===== config.mk =====
export PLATFORM = sky130hd
export DESIGN_NAME = if_fetch_unit
export DESIGN_NICKNAME = d
export VERILOG_FILES = /design/src/rtl/if_fetch_unit.sv
export SDC_FILE = /design/constraint.sdc
export NUM_CORES = 1
export LEC_CHECK = 0
export CORE_AREA = 2 2 197 199
export DETAILED_ROUTE_END_ITERATION = 8
export DIE_AREA = 0 0 199 201
export GPL_TIMING_DRIVEN = 0
export PLACE_DENSITY = 0.66
export SYNTH_ARGS = -nofsm -noshare
export SYNTH_HDL_FRONTEND = slang
export SYNTH_SLANG_ARGS = --single-unit

===== constraint.sdc =====
create_clock -name CLK -period 3.74 [get_ports CLK]
set_input_delay 0.935 -clock CLK [delete_from_list [all_inputs] [get_ports CLK]]
set_output_delay 0.935 -clock CLK [all_outputs]
set_load 0.02 [all_outputs]

===== src/rtl/if_fetch_unit.sv =====
// Instruction fetch unit: issues IMEM reads, tags them with PC in order, and buffers
// {PC, instr} for ID. Define IF_FETCH_PERF_EN to add the FETCH_CNT/DISCARD_CNT counters.
module if_fetch_unit #(
    parameter logic [31:0] RESET_PC        = 32'h0000_0000,
    parameter int          FIFO_DEPTH      = 4,
    parameter int          MAX_OUTSTANDING = 2
) (
    input  logic        CLK,
    input  logic        RSTN,
    output logic        IMEM_REQ,
    output logic [31:0] IMEM_ADDR,
    input  logic        IMEM_GNT,
    input  logic        IMEM_RVALID,
    input  logic [31:0] IMEM_RDATA,
    input  logic        REDIRECT_EN,
    input  logic [31:0] REDIRECT_PC,
    output logic        VALID_FD,
    input  logic        READY_D,
    output logic [31:0] PC_FD,
    output logic [31:0] PC4_FD,
    output logic [31:0] IDATA_FD
`ifdef IF_FETCH_PERF_EN
    ,
    output logic [31:0] FETCH_CNT,
    output logic [31:0] DISCARD_CNT
`endif
);

    localparam int FW = $clog2(FIFO_DEPTH);
    localparam int TW = (MAX_OUTSTANDING > 1) ? $clog2(MAX_OUTSTANDING) : 1;
    localparam int OW = $clog2(MAX_OUTSTANDING + 1);

    logic          run_q;
    logic [31:0]   pc_q, pc_d;
    logic [OW-1:0] outst_q, outst_d, disc_q, disc_d;
    logic [FW:0]   cnt_q, cnt_d;
    logic [FW-1:0] wr_q, wr_d, rd_q, rd_d;
    logic [TW-1:0] twr_q, twr_d, trd_q, trd_d;
    logic [31:0]   tag_q  [MAX_OUTSTANDING];
    logic [31:0]   fpc_q  [FIFO_DEPTH];
    logic [31:0]   fdat_q [FIFO_DEPTH];
    logic          accept, rsp, drop, push, pop, empty;
    logic          unused_lsbs;

    assign unused_lsbs = ^REDIRECT_PC[1:0];

    function automatic logic [TW-1:0] tinc(input logic [TW-1:0] p);
        return (p == TW'(MAX_OUTSTANDING - 1)) ? '0 : p + TW'(1);
    endfunction

    // Credit rule counts in-flight requests against free FIFO slots, so a push never overflows.
    always_comb begin
        empty     = (cnt_q == '0);
        IMEM_REQ  = run_q && !REDIRECT_EN && (outst_q < OW'(MAX_OUTSTANDING)) &&
                    ((32'(cnt_q) + 32'(outst_q)) < 32'(FIFO_DEPTH));
        IMEM_ADDR = pc_q;
        VALID_FD  = !empty && !REDIRECT_EN;
        PC_FD     = empty ? '0 : fpc_q[rd_q];
        PC4_FD    = empty ? '0 : fpc_q[rd_q] + 32'd4;
        IDATA_FD  = empty ? '0 : fdat_q[rd_q];
        accept    = IMEM_REQ && IMEM_GNT;
        rsp       = IMEM_RVALID && (outst_q != '0);
        drop      = rsp && (REDIRECT_EN || (disc_q != '0));
        push      = rsp && !drop;
        pop       = VALID_FD && READY_D;
    end

    always_comb begin
        pc_d    = pc_q;
        outst_d = outst_q;
        disc_d  = disc_q;
        cnt_d   = cnt_q;
        if (REDIRECT_EN)  pc_d = {REDIRECT_PC[31:2], 2'b00};
        else if (accept)  pc_d = pc_q + 32'd4;
        if (accept && !rsp)      outst_d = outst_q + OW'(1);
        else if (!accept && rsp) outst_d = outst_q - OW'(1);
        // Everything still in flight after a redirect belongs to the old path.
        if (REDIRECT_EN)                 disc_d = outst_d;
        else if (rsp && disc_q != '0)    disc_d = disc_q - OW'(1);
        if (REDIRECT_EN)         cnt_d = '0;
        else if (push && !pop)   cnt_d = cnt_q + (FW+1)'(1);
        else if (!push && pop)   cnt_d = cnt_q - (FW+1)'(1);
        wr_d  = push ? wr_q + FW'(1) : wr_q;
        rd_d  = REDIRECT_EN ? wr_q : (pop ? rd_q + FW'(1) : rd_q);
        twr_d = accept ? tinc(twr_q) : twr_q;
        trd_d = rsp ? tinc(trd_q) : trd_q;
    end

    always_ff @(posedge CLK or negedge RSTN) begin
        if (!RSTN) begin
            run_q   <= 1'b0;
            pc_q    <= RESET_PC;
            outst_q <= '0;
            disc_q  <= '0;
            cnt_q   <= '0;
            wr_q    <= '0;
            rd_q    <= '0;
            twr_q   <= '0;
            trd_q   <= '0;
        end else begin
            run_q   <= 1'b1;
            pc_q    <= pc_d;
            outst_q <= outst_d;
            disc_q  <= disc_d;
            cnt_q   <= cnt_d;
            wr_q    <= wr_d;
            rd_q    <= rd_d;
            twr_q   <= twr_d;
            trd_q   <= trd_d;
        end
    end

    // Storage needs no reset: contents are only observed while cnt_q says they are valid.
    always_ff @(posedge CLK) begin
        if (accept) tag_q[twr_q] <= pc_q;
        if (push) begin
            fpc_q[wr_q]  <= tag_q[trd_q];
            fdat_q[wr_q] <= IMEM_RDATA;
        end
    end

`ifdef IF_FETCH_PERF_EN
    logic [31:0] fetch_cnt_q, fetch_cnt_d, disc_cnt_q, disc_cnt_d;

    always_comb begin
        fetch_cnt_d = fetch_cnt_q + 32'(pop);
        disc_cnt_d  = disc_cnt_q + 32'(drop);
    end

    always_ff @(posedge CLK or negedge RSTN) begin
        if (!RSTN) begin
            fetch_cnt_q <= '0;
            disc_cnt_q  <= '0;
        end else begin
            fetch_cnt_q <= fetch_cnt_d;
            disc_cnt_q  <= disc_cnt_d;
        end
    end

    assign FETCH_CNT   = fetch_cnt_q;
    assign DISCARD_CNT = disc_cnt_q;
`endif

endmodule


== After elaboration in Yosys (flattened, before gate mapping) ==
Memory sizes are Yosys's and may differ from the RTL's.
Cells that the tools add are included.
Storage, ports and cells
  bits in writable memories: 320
  bits in registers: 46
  memories kept: 3
  output and inout port bits: 130
  logic and storage cells: 75
Cells by class
  add/subtract/negate cells: 12
  mux-type cells: 20
  reductions and logical operators: 29
  magnitude comparators: 2
Memories
  fdat_q: words 4, width 32, rd ports 1, clocked after Yosys merged registers in 0, write ports 1, line 41  | logic [31:0] fdat_q [FIFO_DEPTH];
  fpc_q: words 4, width 32, rd ports 1, clocked after Yosys merged registers in 0, write ports 1, line 40  | logic [31:0] fpc_q [FIFO_DEPTH];
  tag_q: words 2, width 32, rd ports 1, clocked after Yosys merged registers in 0, write ports 1, line 39  | logic [31:0] tag_q [MAX_OUTSTANDING];
Operator list (number)
  $mux 32: 5
  $add 32x3->32 const B: 2
  $logic_and 1x1->1: 14
  $mux 2: 6
  $reduce_bool 2->1: 5
  $mux 3: 3
  $logic_not 1->1: 7
  $add 2x1->2 const B: 3
  $mux 1: 6
  $add 3x2->4: 1
  $lt 4x3->1 const B: 1
  $sub 2x1->2 const B: 2
  $add 3x1->3 const B: 1
  $logic_not 3->1: 1
  $reduce_bool 3->1: 1
  $sub 3x1->3 const B: 1
  $add 1x1->1 const B: 2
  $lt 2x2->1 const B: 1
  $logic_or 1x1->1: 1

== Logic depth before layout (Yosys ltp) ==
Gate-level depths: netlist of the first run.
  depth after elaboration: 10
  gate-level depth with buffers: 10

== Worst setup path after synthesis of the first run ==
OpenSTA, ideal clock, no wires.
  path type: reg-to-output
  from: reg rd_q[0]
  to: out PC4_FD[20]
  stages on the path, launching flop included: 11
  data required time: 2.805 ns
  data arrival time: 2.730 ns
  setup slack: 0.075 ns
  path through: dfrtp_1 > buf_6 > buf_12 > buf_6 > mux4_2 > ha_1 > nand4_1 > or2_1 > clkbuf_1 > or4_1 > a21oi_1
On the way
  cells in the longest elaborated chain, start to end: 3
Ends and longest elaborated chain
  start: declaration: line 37  | logic [FW-1:0] wr_q, wr_d, rd_q, rd_d;
  start signal: assignment: line 107  | rd_q <= rd_d;
  $mem_v2 4x32
  $add 32x3->32: line 59  | PC4_FD = empty ? '0 : fpc_q[rd_q] + 32'd4;
  $mux 32: line 59
  end: declaration: line 20  | output logic [31:0] PC4_FD,
No other way between the ends.

== Worst setup path after layout of the first run ==
Ends and elaborated chain as after synthesis.

==> run_results.csv, run 1 <==
group,metric,value,unit
placed_design,gp_congestion,0.8445,
power,power_leakage,0.006667,uW
worst_setup_path,crit_start,"rd_q[0]",
clock_network,cts_tree,"yes",
yosys,synth-xor-area-share,1.576,%
clock_network,ctsHoldBuffers,0,
clock_network,numCtsBuffers,38,
flow_run,maxCapViolations,0,
sta,fin_hold_ws,0.2709,ns
global_routing,grt_start_max_net_pins,45,
sta,hold_viol_final,0,
routing,routed-via-count,9173,
clock_network,clock-root-buffer,"clkbuf_16",
yosys,synth_flop_cell,"edfxtp_1",
sta,finalCriticalPeriod,4.234,ns
yosys,synth_top_family_by_area,"multiplexers",
yosys,syn_avg_cell_area,16.26,um^2
worst_setup_path,arrival,3.30,ns
yosys,ys_ff_latch,352,
routing,drt_iter0_drc,623,
yosys,synth_top_area_cell,"edfxtp_1",
sta,tightest_slew,1.032,ns
yosys,synth-edff-count,308,
sta,layout_worst_path_cycle_share,113.2,%
final_layout,mostFrequentLayoutCells,"edfxtp_1, clkdlybuf4s50_1, and2_1",
floorplan,start_util,39.38,%
floorplan,io_pins,200,
worst_setup_path,regToRegSetupSlack,0.37,ns
clock_network,clk_pin_slew,0.06,ns
yosys,synthSimpleGateAreaFrac,9.797,%
yosys,async_flop_share,12.50,%
clock_network,clock-sinks,352,
worst_setup_path,reg2reg_from,"cnt_q[1]",
yosys,synthCells,923,
sta,rsz0062_at_grt,"yes",
floorplan,fp.dieW,199,um
floorplan,coreArea,38110,um^2
final_layout,nFillCells,3171,
clock_network,insertion_delay,0.53,ns
sta,finalMaxSlewViolations,0,
global_routing,grt_pass1_wl,54.12,mm
worst_setup_path,critical_path_required,2.80,ns
global_routing,track_usage,17.81,%
routing,routedWlPerCell,20.79,um
yosys,synth_compound_area_share,4.252,%
sta,finalSetupViolCount,56,
floorplan,rows,72,
yosys,netlist.area_leader.share,61.64,%
outcome,outcome,"finished with violations",
clock_network,clockBufferDepth,3,
worst_setup_path,crit_type,"register to output pin",
sta,relSlewSlack,31.22,%
final_layout,area_delta_synth_final,30.19,%
hold_path,hold_class,"input pin to async pin",
routing,routed_wl,36.17,mm
yosys,synth_area,15010,um^2
global_routing,first_global_vias,9118,
final_layout,final_layout_size_suffix_gt1_share,25.86,%
floorplan,die_h,201,um
placed_design,io_buffers,191,
worst_setup_path,crit_path_end_kind,"output pin",
routing,viasPerCell,5.272,
final_layout,nets,1274,
placed_design,hpwlAfterDp,24.19,mm
worst_setup_path,regToRegEndpoint,"tag_q[1][22]",
sta,setup_slack,-0.4945,ns
yosys,ys_seq_area_share,68.97,%
final_layout,final_util,51.27,%
routing,drc,0,
floorplan,die_area,40000,um^2
worst_setup_path,path_max_fanout,10,
power,power_density,787.1,nW/um^2
power,irDropWorstVdd,0.3837,mV
final_layout,n_antenna_cell,0,
yosys,yosys_warnings,0,
clock_network,cts.htree.levels,2,
yosys,yosys-top-cells-area,"edfxtp_1, mux4_2, dfrtp_1",
routing,first_pass_iters,7,
yosys,synthMuxAreaShare,12.16,%
sta,clock_skew,0.02295,ns
yosys,synth_fa_ha_area_share,0.8838,%
routing,antenna_left,0,
worst_setup_path,worstSetupEndpoint,"PC4_FD[20]",
global_routing,antenna_found_initial,0,
sta,fmax,236.2,MHz
placed_design,place_ws,-1.245,ns
global_routing,gr-total-overflow,0,
outcome,violations,"setup timing",
final_layout,layout_commonest_cell,"edfxtp_1",
yosys,synth_cell_type_count,51,
worst_setup_path,critPathLaunchType,"register",
worst_setup_path,r2r_cells,6,
-- Yosys cell counts, types with 2 or more instances --
| cell | n |
|---|---|
| nand4_1 | 15 |
| mux4_1 | 13 |
| clkbuf_1 | 31 |
| or4_1 | 16 |
| nand2b_1 | 5 |
| buf_4 | 7 |
| o21ai_0 | 30 |
| nor3_1 | 12 |
| a21oi_1 | 23 |
| dfrtp_1 | 44 |
| and3_1 | 11 |
| xor2_1 | 9 |
| conb_1 | 2 |
| buf_2 | 9 |
| a21o_1 | 2 |
| mux4_2 | 49 |
| ha_1 | 9 |
| nand2_1 | 52 |
| and4_1 | 4 |
| mux2_2 | 31 |
| nand4_2 | 2 |
| nor4b_1 | 2 |
| or3_1 | 10 |
| nor2_1 | 29 |
| nand3_1 | 24 |
| or2_2 | 4 |
| nor4_1 | 5 |
| a31oi_1 | 5 |
| inv_1 | 16 |
| a221o_1 | 9 |
| buf_1 | 4 |
| o31ai_1 | 14 |
| and2_1 | 68 |
| o311ai_0 | 5 |
| a41oi_1 | 2 |
| mux2i_1 | 3 |
| edfxtp_1 | 308 |
| o211ai_1 | 7 |
| buf_6 | 3 |
| xnor2_1 | 18 |
-- how the worst min path moves through the flow --
stage,depth (start not counted),endpoint,startpoint
finish,1,run_q,RSTN
global route,1,run_q,RSTN
CTS,1,run_q,RSTN
detailed placement,1,twr_q,twr_q
global placement,1,twr_q,twr_q
floorplan,1,twr_q,twr_q
-- worst max-delay path: stages (launching register included) --
cell and delay [ns]:
dfrtp_1 0.40, buf_12 0.16, buf_12 0.15, buf_12 0.15, mux4_2 0.46, ha_4 0.19, nand4_1 0.17, or2_4 0.32
or4_4 0.44, a21oi_4 0.15, buf_6 0.15
-- power breakdown --
part / total [uW] / switching, uW / leakage (uW) / internal, uW
combinational: 6830 / 3740 / 0.00276 / 3090
sequential: 4910 / 209 / 0.00332 / 4700
clock: 3640 / 1520 / 0.000595 / 2120
total: 15400 / 5470 / 0.00667 / 9910
-- sequential cells by signal, indices dropped and copies added, names as in the netlist --
signal and count:
fdat_q 128, run_q 1, fpc_q 120, twr_q 1, tag_q 60, outst_q 2, trd_q 1, cnt_q 3
disc_q 2, wr_q 2, IMEM_ADDR 30, rd_q 2
-- cells by family after synthesis --
| logic type | Yosys count |
|---|---|
| compound gates | 99 |
| xor+xnor | 27 |
| fa+ha+maj | 10 |
| buf+inv | 72 |
| flops | 352 |
| mux | 96 |
| other cells | 2 |
| simple gates | 265 |
-- what timing repair did --
item                                    in CTS  in global routing
endpoints found under the setup margin     123                 82
resized for setup                          228                 70
pin swaps                                   14                 14
cloned                                       1                  0
hold endpoints to repair                     0                  0
setup buffers                               11                 22
-- metal layers --
metal  track usage, %  up-vias  part of all wire (%)
li1                 -     4152                     -
met1            25.47     4555                    44
met2            27.19      403                    46
met3            3.831       63                   7.8
met4            5.837        0                   2.4
met5                0        -                     0
-- layout make-up --
cell class                 instances  area (um^2)  share of cell area (%)
timing repair buffer             230         2275                   11.64
tap                              518        648.1                   3.318
clock inverter                    24        232.7                   1.191
sequential                       352        10350                   52.98
multi-input combinational        504         4602                   23.56
clock buffer                      44        983.4                   5.034
inverter                          17        63.81                  0.3266
buffer                            51        381.6                   1.953
-- stage by stage --
| step | setup TNS, ns | instances | power [uW] | cell area [um^2] |
|---|---|---|---|---|
| after floorplan | 0 | 928 | 8518 | 15020 |
| after global placement | -477.92 | 1637 | 11160 | 17580 |
| after detailed placement | -48.13 | 1642 | 11250 | 17730 |
| after CTS | -20.77 | 1719 | 15090 | 19130 |
| after global routing | -25.65 | 1740 | 16090 | 19540 |
| final | -18.01 | 1740 | 15380 | 19540 |
No activity file was read; power rests on OpenSTA's default activity.
==> inputs of run 2 (changes only) <==
--- a/config.mk
+++ b/config.mk
@@ -6,6 +6,7 @@
 export NUM_CORES = 1
 export LEC_CHECK = 0
 export CORE_AREA = 2 2 197 199
+export CTS_CLUSTER_DIAMETER = 120
 export DETAILED_ROUTE_END_ITERATION = 8
 export DIE_AREA = 0 0 199 201
 export GPL_TIMING_DRIVEN = 0
==> results of run 2 <==
Same layout as run 1: the final DEF is identical, and so are final timing and power.
